### config.mk
export PLATFORM = sky130hd
export DESIGN_NAME = bcd_updown_timer
export DESIGN_NICKNAME = d
export VERILOG_FILES = /design/src/rtl/bcd_updown_timer_pkg.sv /design/src/rtl/bcd_updown_timer_digit_step.sv /design/src/rtl/bcd_updown_timer.sv
export SDC_FILE = /design/constraint.sdc
export NUM_CORES = 1
export LEC_CHECK = 0
export ABC_CLOCK_PERIOD_IN_PS = 7500
export CORE_MARGIN = 3
export CORE_UTILIZATION = 35
export CTS_BUF_LIST = sky130_fd_sc_hd__clkbuf_2 sky130_fd_sc_hd__clkbuf_4 sky130_fd_sc_hd__clkbuf_8
export CTS_CLUSTER_SIZE = 20
export DETAILED_ROUTE_END_ITERATION = 8
export GPL_ROUTABILITY_DRIVEN = 1
export GPL_TIMING_DRIVEN = 0
export SLEW_MARGIN = 5
export SYNTH_ARGS = -nofsm -noshare
export SYNTH_HDL_FRONTEND = slang
export SYNTH_SLANG_ARGS = --single-unit
### constraint.sdc
create_clock -name clk -period 7.5 [get_ports clk]
set_input_delay 1.125 -clock clk [delete_from_list [all_inputs] [get_ports clk]]
set_output_delay 1.125 -clock clk [all_outputs]
set_load 0.01 [all_outputs]
### src/rtl/bcd_updown_timer_pkg.sv
// -----------------------------------------------------------------------------
// bcd_updown_timer_pkg
//   Shared constants for the BCD up/down timer:
//     - BCD digit width and maximum digit value
//     - FSM state encodings (IDLE=0, RUN=1, PAUSE=2, DONE=3) and state width
//     - bcd_sanitize_digit(): clamps an illegal BCD digit (>9) to 9
// -----------------------------------------------------------------------------
package bcd_updown_timer_pkg;

  localparam int         BCD_DIGIT_BITS = 4;
  localparam logic [3:0] BCD_DIGIT_MAX  = 4'd9;

  localparam int         TMR_STATE_BITS = 2;
  localparam logic [1:0] TMR_IDLE       = 2'd0;
  localparam logic [1:0] TMR_RUN        = 2'd1;
  localparam logic [1:0] TMR_PAUSE      = 2'd2;
  localparam logic [1:0] TMR_DONE       = 2'd3;

  // Any nibble above 9 is not a BCD digit; treat it as 9.
  function automatic logic [3:0] bcd_sanitize_digit(input logic [3:0] d);
    return (d > BCD_DIGIT_MAX) ? BCD_DIGIT_MAX : d;
  endfunction

endpackage

### src/rtl/bcd_updown_timer_digit_step.sv
// -----------------------------------------------------------------------------
// bcd_digit_step
//   Combinational single-digit BCD incrementer/decrementer. Chained DIGITS
//   times in the timer so carry/borrow ripples across the whole count in one
//   cycle.
//   Ports:
//     digit_i   current BCD digit
//     dir_i     0 = count down, 1 = count up
//     en_in_i   carry (up) / borrow (down) in; digit changes only when set
//     digit_o   next BCD digit
//     en_out_o  carry / borrow out to the next more-significant digit
// -----------------------------------------------------------------------------
module bcd_digit_step
  import bcd_updown_timer_pkg::*;
(
  input  logic [3:0] digit_i,
  input  logic       dir_i,
  input  logic       en_in_i,
  output logic [3:0] digit_o,
  output logic       en_out_o
);

  always_comb begin
    digit_o  = digit_i;
    en_out_o = 1'b0;
    if (en_in_i) begin
      if (dir_i) begin
        if (digit_i >= BCD_DIGIT_MAX) begin
          digit_o  = 4'd0;
          en_out_o = 1'b1;
        end else begin
          digit_o  = digit_i + 4'd1;
        end
      end else begin
        if (digit_i == 4'd0) begin
          digit_o  = BCD_DIGIT_MAX;
          en_out_o = 1'b1;
        end else begin
          digit_o  = digit_i - 4'd1;
        end
      end
    end
  end

endmodule

### src/rtl/bcd_updown_timer.sv
// -----------------------------------------------------------------------------
// bcd_updown_timer
//   N-digit BCD timer. Counts down from a loaded value to 0, or up from 0 to a
//   loaded target, advancing one step per cycle in which `tick` is high.
//   Control priority each cycle: clear > start > tick.
//
//   Optional build macro: BCD_TIMER_AUTO_RELOAD_EN
//     defined   : on terminal count the FSM stays in RUN and the next tick
//                 reloads q (down: latched load value, up: 0); done still
//                 pulses once per terminal event.
//     undefined : the FSM stops in DONE until start or clear.
//
//   Ports:
//     clk       system clock, all state changes on posedge
//     rst       asynchronous active-low reset
//     tick      one-cycle count enable
//     start     one-cycle pulse: latch dir/load_val and begin counting
//     clear     synchronous return to IDLE with q = 0
//     is_pause  level; high freezes counting (RUN -> PAUSE)
//     dir       0 = down, 1 = up; sampled only on start
//     load_val  BCD start value (down) or target (up); digits >9 read as 9
//     q         registered BCD count
//     state     FSM state (IDLE=0, RUN=1, PAUSE=2, DONE=3)
//     done      one-cycle pulse on reaching terminal count
// -----------------------------------------------------------------------------
module bcd_updown_timer
  import bcd_updown_timer_pkg::*;
#(
  parameter int DIGITS = 4
) (
  input  logic                         clk,
  input  logic                         rst,
  input  logic                         tick,
  input  logic                         start,
  input  logic                         clear,
  input  logic                         is_pause,
  input  logic                         dir,
  input  logic [BCD_DIGIT_BITS*DIGITS-1:0] load_val,
  output logic [BCD_DIGIT_BITS*DIGITS-1:0] q,
  output logic [TMR_STATE_BITS-1:0]    state,
  output logic                         done
);

  localparam int W = BCD_DIGIT_BITS * DIGITS;

  logic [W-1:0]              q_q, q_d;
  logic [W-1:0]              target_q, target_d;
  logic                      dir_q, dir_d;
  logic [TMR_STATE_BITS-1:0] state_q, state_d;
  logic                      done_q, done_d;

  logic [W-1:0]              load_san;
  logic [W-1:0]              step_q;
  logic [DIGITS:0]           en_chain;
  logic                      q_term;
  logic                      step_term;

  // Sanitise each incoming digit before it is latched.
  for (genvar gi = 0; gi < DIGITS; gi++) begin : g_san
    assign load_san[gi*BCD_DIGIT_BITS +: BCD_DIGIT_BITS] =
      bcd_sanitize_digit(load_val[gi*BCD_DIGIT_BITS +: BCD_DIGIT_BITS]);
  end

  // Ripple chain: the least-significant digit always steps; higher digits
  // step only on carry/borrow from below.
  assign en_chain[0] = 1'b1;
  for (genvar gi = 0; gi < DIGITS; gi++) begin : g_step
    bcd_digit_step u_step (
      .digit_i  (q_q[gi*BCD_DIGIT_BITS +: BCD_DIGIT_BITS]),
      .dir_i    (dir_q),
      .en_in_i  (en_chain[gi]),
      .digit_o  (step_q[gi*BCD_DIGIT_BITS +: BCD_DIGIT_BITS]),
      .en_out_o (en_chain[gi+1])
    );
  end

  assign q_term    = dir_q ? (q_q == target_q) : (q_q == '0);
  // A carry/borrow out of the top digit would mean the count wrapped; treat
  // it as terminal so the count stops instead of wrapping. Unreachable while
  // the terminal compare is working, but keeps the no-wrap guarantee local.
  assign step_term = en_chain[DIGITS] |
                     (dir_q ? (step_q == target_q) : (step_q == '0));

  always_comb begin
    q_d      = q_q;
    state_d  = state_q;
    done_d   = 1'b0;
    dir_d    = dir_q;
    target_d = target_q;

    if (clear) begin
      q_d     = '0;
      state_d = TMR_IDLE;
    end else if (start) begin
      dir_d    = dir;
      target_d = load_san;
      q_d      = dir ? '0 : load_san;
      // Down from 0 and up to 0 are both terminal the moment they load.
      if (load_san == '0) begin
        done_d = 1'b1;
`ifdef BCD_TIMER_AUTO_RELOAD_EN
        state_d = TMR_RUN;
`else
        state_d = TMR_DONE;
`endif
      end else begin
        state_d = TMR_RUN;
      end
    end else begin
      case (state_q)
        TMR_RUN: begin
          if (is_pause) begin
            state_d = TMR_PAUSE;
          end else if (tick) begin
`ifdef BCD_TIMER_AUTO_RELOAD_EN
            if (q_term) begin
              q_d = dir_q ? '0 : target_q;
            end else begin
              q_d    = step_q;
              done_d = step_term;
            end
`else
            q_d = step_q;
            if (step_term) begin
              state_d = TMR_DONE;
              done_d  = 1'b1;
            end
`endif
          end
        end
        TMR_PAUSE: begin
          if (!is_pause) state_d = TMR_RUN;
        end
        default: begin
          // IDLE and DONE hold until start or clear.
        end
      endcase
    end
  end

  always_ff @(posedge clk or negedge rst) begin
    if (!rst) begin
      q_q      <= '0;
      target_q <= '0;
      dir_q    <= 1'b0;
      state_q  <= TMR_IDLE;
      done_q   <= 1'b0;
    end else begin
      q_q      <= q_d;
      target_q <= target_d;
      dir_q    <= dir_d;
      state_q  <= state_d;
      done_q   <= done_d;
    end
  end

  assign q     = q_q;
  assign state = state_q;
  assign done  = done_q;

endmodule

==> results.toml, run 1 <==
[sta]
relSlewSlack_pct = 55.26
fmax_mhz = 259.0
tightest_slew_ns = 0.6711
finalSetupTns_ns = 0
rsz0062_at_grt = "no"
final_hold_viol_count = 0
layout_worst_path_cycle_share_pct = 51.47
setup_viol_count_final = 0
period_needed_ns = 3.861
final_max_slew_viol_count = 0
fin_skew_ns = 0.008022

[clock_tree]
worst_skew_pair.late_latency_ns = 0.30
clock_path_buffers = 2
cts.sinks = 36
cts_tree = "yes"
htree_levels = 2
cts_buffers = 5
post_cts_resize_count = 0
post_cts_buffers = 0
clockRootBuffer = "clkbuf_8"
cts_hold_buf = 0
cts.clk_slew.worst_paths_ns = 0.08

[worst_setup_path]
crit_path_max_incr_delay_ns = 0.41
critPathSlowestCell = "dfrtp_1"
worstPathArrival_ns = 4.05
cp_top_family = "compound AO/OA/AOI/OAI gates"
crit_chain = "clkbuf_1 > inv_1 > ha_1 > or3b_1 > clkbuf_1 > a21oi_2 > buf_2 > o211ai_1 > or3_1 > nor4_1 > a41o_1 > a21oi_1 > o32ai_1"
cp_common_cell = "clkbuf_1"
crit_buf_inv = 4
required_ns = 7.69
cp-start-kind = "flip-flop"
crit_fanout = 10
crit_path_end_kind = "flip-flop"
crit_type = "flip-flop to flip-flop"

[detailed_routing]
drt-total-wl_um = 10360
vias_per_cell = 6.050
drtPass1Iterations = 7
drt.antenna.violating_nets = 0
vias = 3539
routedWlPerCell_um = 17.70
drcViolationCount = 0
drtIter0Drc = 337

[yosys]
synthTopCellsByArea = "dfrtp_1 (27%), o21ai_0 (6.2%), ha_1 (5.3%)"
synth_compound_area_share_pct = 30.33
synth.distinct_cells = 69
yosys_register_bits = 36
synth_top_area_cell = "dfrtp_1"
async_flop_share_pct = 100.0
syn_avg_cell_area_um2 = 7.739
ys_seq_area_share_pct = 27.26
synth-edff-count = 0
synth_simple_gate_area_share_pct = 26.01
synth_top_family_by_area = "compound AO/OA/AOI/OAI gates"
syn_inst = 427
yosys_most_used_dff = "dfrtp_1"
synth_top_area_share_pct = 27.26
synth_xor_xnor_area_share_pct = 2.385
syn_area_mm2 = 0.003304
synth_fa_ha_area_share_pct = 5.301
synth_fp_nets = 464
yosysWarningCount = 0
synthMuxAreaShare_pct = 2.348

[floorplanning]
coreArea_mm2 = 0.008934
die_h_um = 103.2
pin_count = 42
initial_core_util_pct = 36.99
die-area_mm2 = 0.01064
fp.dieW_um = 103.2
rows = 34

[placement]
gp_congestion = 0.9281
io_buffers = 41
hpwl_um = 8132

[cells_and_area]
area_growth_syn_to_layout_pct = 19.77
seq_area_um2 = 900.9
drive_above_1_share_pct = 8.805
fin_util_pct = 44.30
layout.nets = 513
multi_input_area_mm2 = 0.002193
nFillCells = 917
diodes = 0

[global_route]
grt_max_degree = 33
grt_pass1_wl_um = 16900
grt.total_usage_pct = 20.22
grt_pass1_vias = 3288
overflow = 0
antenna_found_initial = 0

[outcome]
status = "complete, no violations"

[pwr]
ir_worst_vdd_mv = 0.07412
powerDensity_mw_per_mm2 = 167.4
p_leak_nw = 1.524

[flow_run]
drv_cap = 0

[min_path]
hold_class = "flip-flop to flip-flop"
final timing paths:
check | start | end | slack, ns | cells after the start
min in group asynchronous | rst | q[10] | 0.64 | 1
worst min-delay path | target_q[15] | target_q[15] | 0.51 | 2
worst min register to register | target_q[15] | target_q[15] | 0.51 | 2
max in group asynchronous | rst | q[11] | 6.44 | 2
worst max register to register | q[0] | done | 3.64 | 13
worst max-delay path | q[0] | done | 3.64 | 13
worst register-to-register path, cell delays in order, from the launching register on:
cell      delay [ns]
dfrtp_1         0.41
clkbuf_1        0.21
inv_1           0.10
ha_1            0.30
or3b_1          0.37
clkbuf_1        0.19
a21oi_2         0.32
buf_2           0.29
o211ai_1        0.24
or3_1           0.39
nor4_1          0.25
a41o_1          0.26
a21oi_1         0.08
o32ai_1         0.34
layer usage:
metal	GRT usage, %	vias to the layer above	part of all wire, %
met5	0	-	0
met4	7.171	0	2.3
met3	2.774	19	7.7
met2	30.29	172	44
met1	29.63	1670	46
li1	-	1678	-
flip-flops by register name, indices dropped and copies added, names as in the netlist:
| signal | flops |
|---|---|
| q | 16 |
| target_q | 16 |
| state | 2 |
| dir_q | 1 |
| done | 1 |
placed cells by master (no fill, tap or decap), drive strengths merged, types with 9 or more instances in the layout:
cell type	synthesis	routed
ha	14	14
nand2	37	37
nor2	35	35
a31oi	11	11
clkbuf	20	26
o21ai	43	43
dfrtp	36	36
clkdlybuf4s50	0	40
o21a	12	12
buf	7	9
inv	23	23
nand2b	13	13
a21oi	30	30
a211oi	11	11
through the flow:
| step | instance area (um^2) | total power (W) | cells | worst slack, ns | hold WS, ns |
|---|---|---|---|---|---|
| CTS | 3958 | 0.0006596 | 585 | 3.660 | 0.5084 |
| global placement | 3850 | 0.0005064 | 576 | 3.705 | 0.4722 |
| finish | 3958 | 0.0006625 | 585 | 3.639 | 0.5090 |
| floorplan | 3304 | 0.0004156 | 427 | 4.214 | 0.4498 |
| detailed placement | 3865 | 0.0005100 | 577 | 3.721 | 0.4893 |
| global route | 3958 | 0.0007027 | 585 | 3.315 | 0.5323 |
report_power, final:
group          switching (W)  total [W]  internal, W  leakage (nW)
registers          0.0000219   0.000234     0.000212         0.462
logic               0.000161   0.000277     0.000116          1.02
clock network      0.0000818   0.000152    0.0000698        0.0448
final cells by class:
cell class,instances,area share [%]
buffer,27,3.035
clock buffer,6,1.929
clock inverter,2,0.4110
inverter,24,2.276
multi-input combinational,340,55.42
sequential,36,22.76
tap,108,3.414
timing repair buffer,42,10.75
synth_stat cells (5+ instances only):
master	n
or2_2	7
o211ai_1	5
or3_1	7
clkbuf_1	20
nor4_1	8
a31oi_1	11
inv_1	23
o21a_1	12
nand3_1	8
nor2_1	35
mux2_2	6
o21ai_0	41
dfrtp_1	36
a21oi_1	29
xnor2_1	6
nand2_1	37
nand2b_1	13
ha_1	14
nor3_1	5
a211oi_1	11
cell families after synthesis:
logic type,after synthesis
DFF,36
muxes,7
AOI/OAI and AO/OA,152
xor gates and xnor gates,9
adders and majority gates,14
buffers and inverters,51
and+or+nand+nor,158
Power figures use the tool's default switching activity.
==> run 2: changes to the inputs <==
ABC_CLOCK_PERIOD_IN_PS = 3800   (was 7500)
clock period = 3.8 ns   (was 7.5 ns; I/O delays follow)
==> run 2 against run 1 <==
Via count grew 0.11%; worst setup slack worse by 3.4 ns; total power grew 100%; final cell count increased by 0.51%; fmax up 7.4%; design area increased by 2.3%; non-clock buffer count up 3; die area is the same; hold slack got worse by 0.42 ns; critical path type unchanged; largest cell class unchanged; largest power group unchanged.
==> results.toml, run 2 (synthesis results as in run 1) <==
[cells_and_area]
area_growth_syn_to_layout_pct = 22.53
drive_above_1_share_pct = 11.46
final_common_cell = "o21ai_0"
nFillCells = 919
diodes = 0
mostFrequentLayoutCells = "o21ai_0 (41), clkdlybuf4s50_1 (40), nand2_1 (37)"
layout.nets = 516

[clock_tree]
worst_skew_pair.late_latency_ns = 0.30
cts_tree = "yes"
htree_levels = 2
cts.sinks = 36
cts_buffers = 5
cts.clk_slew.worst_paths_ns = 0.08
clockRootBuffer = "clkbuf_8"
clock_path_buffers = 2

[global_route]
grt_pass1_vias = 3288
grt_max_degree = 33
overflow = 0
antenna_found_initial = 0
grt_pass1_wl_um = 16900
grt.total_usage_pct = 20.22

[sta]
period_needed_ns = 3.594
fin_skew_ns = 0.007759
tightest_slew_ns = 0.6520
fmax_mhz = 278.2
setup_viol_count_final = 0
rsz0062_at_grt = "no"
final_hold_viol_count = 0
fin_ws_ns = 0.2058
final_max_slew_viol_count = 0
relSlewSlack_pct = 56.16
finalSetupTns_ns = 0
layout_worst_path_cycle_share_pct = 94.58

[detailed_routing]
vias_per_cell = 6.026
drcViolationCount = 0
drtIter0Drc = 335
vias = 3543
drt-total-wl_um = 10520
routedWlPerCell_um = 17.88
drt.antenna.violating_nets = 0
drtPass1Iterations = 5

[placement]
pre_cts_ws_ns = 0.02131
gp_congestion = 0.9281
hpwl_um = 8132
io_buffers = 41

[floorplanning]
die-area_mm2 = 0.01064
fp.dieW_um = 103.2
coreArea_mm2 = 0.008934
die_h_um = 103.2
pin_count = 42
initial_core_util_pct = 36.99
rows = 34

[pwr]
powerDensity_mw_per_mm2 = 328.3
ir_worst_vdd_mv = 0.1463
p_leak_nw = 1.558

[worst_setup_path]
required_ns = 3.99
worstPathArrival_ns = 3.78
crit_path_end_kind = "flip-flop"
r2r_slack_ns = 0.21
cp-start-kind = "flip-flop"
crit_fanout = 10
crit_type = "flip-flop to flip-flop"

[outcome]
status = "complete, no violations"

[min_path]
hold_class = "input port to async pin"

[flow_run]
drv_cap = 0
run 2: changes by cell type in the layout (fill, tap and decap cells not counted), moves of 2 or more:
cell and change:
buf_4 +3, ha_1 -2, ha_2 +2, nor4_1 -2
nor4_2 +2
run 2: power by group:
| group | switching [W] | internal, W | total [W] | leakage, nW |
|---|---|---|---|---|
| Combinational | 0.000330 | 0.000241 | 0.000571 | 1.05 |
| Sequential | 0.0000439 | 0.000419 | 0.000463 | 0.460 |
| Clock | 0.000157 | 0.000138 | 0.000295 | 0.0448 |
| Total | 0.000532 | 0.000798 | 0.00133 | 1.56 |
run 2: cell type report:
class                   instances  area [um^2]  share of cell area [%]
clock buffers                   6        76.32                   1.885
inverters                      24        90.09                   2.225
plain buffers                  27        123.9                   3.059
well taps                     108        135.1                   3.337
repair buffers                 45        447.9                   11.06
multi-input cells             340         2257                   55.75
flip-flops and latches         36        902.1                   22.28
clock inverters                 2        16.27                  0.4017
run 2: path summary, 6_finish.rpt:
check | startpoint | to | depth (start not counted)
worst min-delay path | rst | q[10] | 1
min in group clk | target_q[12] | target_q[12] | 2
worst min register to register | target_q[12] | target_q[12] | 2
worst max register to register | q[0] | state[1] | 12
max in group asynchronous | rst | q[11] | 2
worst max-delay path | q[0] | state[1] | 12
run 2: stage by stage:
stage                     area [um^2]  util (%)  power [W]  std cells  hold WS [ns]
after global placement           3850     43.10  0.0009994        576        0.4722
after detailed placement         3865     43.26   0.001007        577        0.4190
after floorplan                  3304         -  0.0008202        427        0.2744
after CTS                        3965     44.38   0.001304        585       0.09657
final                            4049     45.32   0.001329        588       0.08640
after global routing             4049     45.32   0.001413        588       0.08484
run 2: repair_timing:
action / in CTS / in global routing
pin swaps: 0 / 2
resized for setup: 1 / 14
hold endpoints to repair: 0 / 0
setup buffers: 0 / 3
endpoints found under the setup margin: 1 / 3
hold buffers: 0 / 0
run 2: critical path: stages (launching register included):
cell and delay (ns):
dfrtp_1 0.41, clkbuf_2 0.18, inv_1 0.08, ha_2 0.25
or4b_1 0.47, o21ai_1 0.17, buf_2 0.28, nand3_1 0.15
o311ai_0 0.37, o211ai_1 0.23, or4_1 0.58, a2bb2oi_1 0.15
nor3b_1 0.13
run 2: routing by layer:
layer  wire length [um]  GRT usage (%)  part of all wire (%)  vias to the layer above
met1               4899          29.63                    47                     1677
met2               4604          30.29                    44                      156
met3                741          2.774                   7.0                       22
li1                   -              -                     -                     1688
met4                269          7.171                   2.6                        0
met5                  0              0                     0                        -
==> run 3: changes to the inputs <==
SYNTH_HIERARCHICAL = 1   (was not set)
==> run 3 against run 2 <==
The flow now finishes with violations (setup timing); non-clock buffer count grew 10; design area grew 1.4%; clock skew grew 0.0010 ns; clock power grew 16%; via count shrank 17%; count of clock-buffer cells in the layout is the same; utilization grew 3.4 points; total power grew 4.8%; critical endpoint is now state[0]; largest power group unchanged.
==> results.toml, run 3 <==
[outcome]
status = "finished, violations left"
violations = "setup timing"

[yosys]
synth_top_area_cell = "dfrtp_1"
synthTopCellsByArea = "dfrtp_1 (29%), ha_1 (7.2%), o21ai_0 (5.6%)"
async_flop_share_pct = 100.0
synth_xor_xnor_area_share_pct = 4.494
synth_simple_gate_area_share_pct = 25.12
synth-edff-count = 0
synth_fp_nets = 410
synth_fa_ha_area_share_pct = 7.223
syn_avg_cell_area_um2 = 8.450
synth_most_common_cell = "nand2_1"
ys_seq_area_share_pct = 28.89
yosys_most_used_dff = "dfrtp_1"
syn_area_mm2 = 0.003118
synth_top_family_by_area = "simple AND/OR/NAND/NOR gates"
synth_compound_area_share_pct = 22.31
synthMuxAreaShare_pct = 4.334
ys_top_cells_by_count = "nand2_1 (39), dfrtp_1 (36), o21ai_0 (35), nor2_1 (33), inv_1 (21)"
synth_top_area_share_pct = 28.89
synth.distinct_cells = 47
syn_inst = 369
yosys_register_bits = 36
yosysWarningCount = 6

[pwr]
p_int_w = 0.0009121
p_leak_nw = 1.665
powerDensity_mw_per_mm2 = 339.4
netSwitchingFraction_pct = 34.56
power_frac_seq_pct = 34.0
clkPwrFrac_pct = 24.6
combinationalPowerShare_pct = 41.4
p_switching_w = 0.0004816
ir_worst_vdd_mv = 0.2159

[sta]
layout_worst_path_cycle_share_pct = 102.5
final_max_slew_viol_count = 0
relSlewSlack_pct = 45.48
fin_skew_ns = 0.008790
period_needed_ns = 3.896
final_hold_viol_count = 0
fmax_mhz = 256.7
setup_viol_count_final = 2
tightest_slew_ns = 0.8179
whs_ns = 0.3730
rsz0062_at_grt = "yes"
fin_ws_ns = -0.09636

[global_route]
grt_pass1_wl_um = 14100
overflow = 0
grt_pass1_vias = 2762
antenna_found_initial = 0
grt.total_usage_pct = 17.29
grt_max_degree = 37

[detailed_routing]
drt-total-wl_um = 8780
routedWlPerCell_um = 16.20
drtIter0Drc = 201
vias = 2929
vias_per_cell = 5.404
drcViolationCount = 0
drt.antenna.violating_nets = 0
drtPass1Iterations = 4

[floorplanning]
die_h_um = 100.4
initial_core_util_pct = 37.02
coreArea_mm2 = 0.008423
fp.dieW_um = 100.4
die-area_mm2 = 0.01008
rows = 33
pin_count = 42

[clock_tree]
htree_levels = 2
cts_hold_buf = 0
cts_buffers = 5
worst_skew_pair.late_latency_ns = 0.29
cts.clk_slew.worst_paths_ns = 0.08
cts.sinks = 36
clockRootBuffer = "clkbuf_8"
cts_tree = "yes"
clock_path_buffers = 2

[placement]
gp_congestion = 0.8257
pre_cts_ws_ns = -0.6878
io_buffers = 40
dp.cells = 514
hpwl_um = 6289

[worst_setup_path]
crit_path_max_incr_delay_ns = 0.48
crit_type = "flip-flop to flip-flop"
crit_chain = "inv_1 > ha_1 > or3b_4 > a21boi_2 > nor2_2 > o21ai_4 > nor2_4 > buf_4 > buf_4 > nand2_1 > mux2i_1 > a221o_1 > buf_4 > or4_4 > nor4_4 > a21oi_2 > nand3_2 > mux2_4"
cp-start-kind = "flip-flop"
reg2reg_from = "q[4]"
r2r_slack_ns = -0.1
crit_path_end_kind = "flip-flop"
worstRegToRegCells = 18
crit_fanout = 8
cp_common_cell = "buf_4"
critPathSlowestCell = "dfrtp_1"
worstPathArrival_ns = 4.07
r2r_end = "state[0]"
required_ns = 3.97

[cells_and_area]
stdcell_count = 542
fin_util_pct = 48.75
diodes = 0
mostFrequentLayoutCells = "nand2_1 (39), clkdlybuf4s50_1 (39), dfrtp_1 (33)"
area_growth_syn_to_layout_pct = 31.70
layout.nets = 477
drive_above_1_share_pct = 24.03

[flow_run]
drv_cap = 0

[min_path]
hold_class = "input port to async pin"
run 3: power by group through the flow:
stage                     clock (W)  sequential (W)  combinational [W]
after floorplan                   0        0.000474           0.000333
after global placement            0        0.000479           0.000480
after detailed placement          0        0.000480           0.000483
after CTS                  0.000349        0.000472           0.000540
after global routing       0.000368        0.000482           0.000627
final                      0.000343        0.000474           0.000577
run 3: final cells by class:
cell class                 instances  area [um^2]
buffer                            19        140.1
clock inverter                     2        35.03
tap                              105        131.4
inverter                          21        83.83
sequential                        36        904.6
multi-input combinational        290         2151
clock buffer                       6        76.32
fill                             837         4317
timing repair buffer              63        584.3
run 3: through the flow:
stage / cell area (um^2) / setup TNS (ns) / power [W]
after floorplan: 3136 / 0 / 0.0008062
after detailed placement: 3662 / -1.666 / 0.0009633
after CTS: 3983 / -0.1326 / 0.001361
after global placement: 3667 / -1.360 / 0.0009586
final: 4106 / -0.1851 / 0.001394
after global routing: 4106 / -0.7605 / 0.001477
run 3: repair_timing:
action                     CTS  global route
pin swaps                   13            16
resized for setup           23            13
setup buffers               13            10
setup endpoints to repair    3             3
run 3: metal layers:
layer | vias to the layer above | track usage, % | share of wire (%)
met5 | - | 0 | 0
met4 | 0 | 3.109 | 1.1
met3 | 11 | 2.015 | 4.2
met2 | 68 | 26.76 | 46
met1 | 1382 | 26.11 | 48
li1 | 1468 | - | -
run 3: worst max-delay path by stage:
stage,depth (start not counted),from,endpoint,slack (ns)
after floorplan,20,q[0],state[0],0.002
after global placement,18,dir_q,state[0],-0.59
after detailed placement,21,q[0],state[0],-0.69
after CTS,22,q[0],state[0],-0.11
after global routing,21,q[0],state[1],-0.35
final,18,q[4],state[0],-0.1
run 3: logic make-up (layout without fill, tap and decap cells):
family / after synthesis / in the layout
flops: 36 / 36
simple gates: 144 / 144
xor+xnor: 16 / 16
compound gates: 98 / 98
buf+inv: 43 / 111
mux: 13 / 13
fa+ha+maj: 18 / 18
other cells: 1 / 1
run 3: worst max-delay path: cells and delay by family (launching register included):
kind	cells	cell delay [ns]
mux	2	0.36
simple gates	7	1.36
fa+ha+maj	1	0.20
buf+inv	4	0.58
compound gates	4	0.79
flops	1	0.48
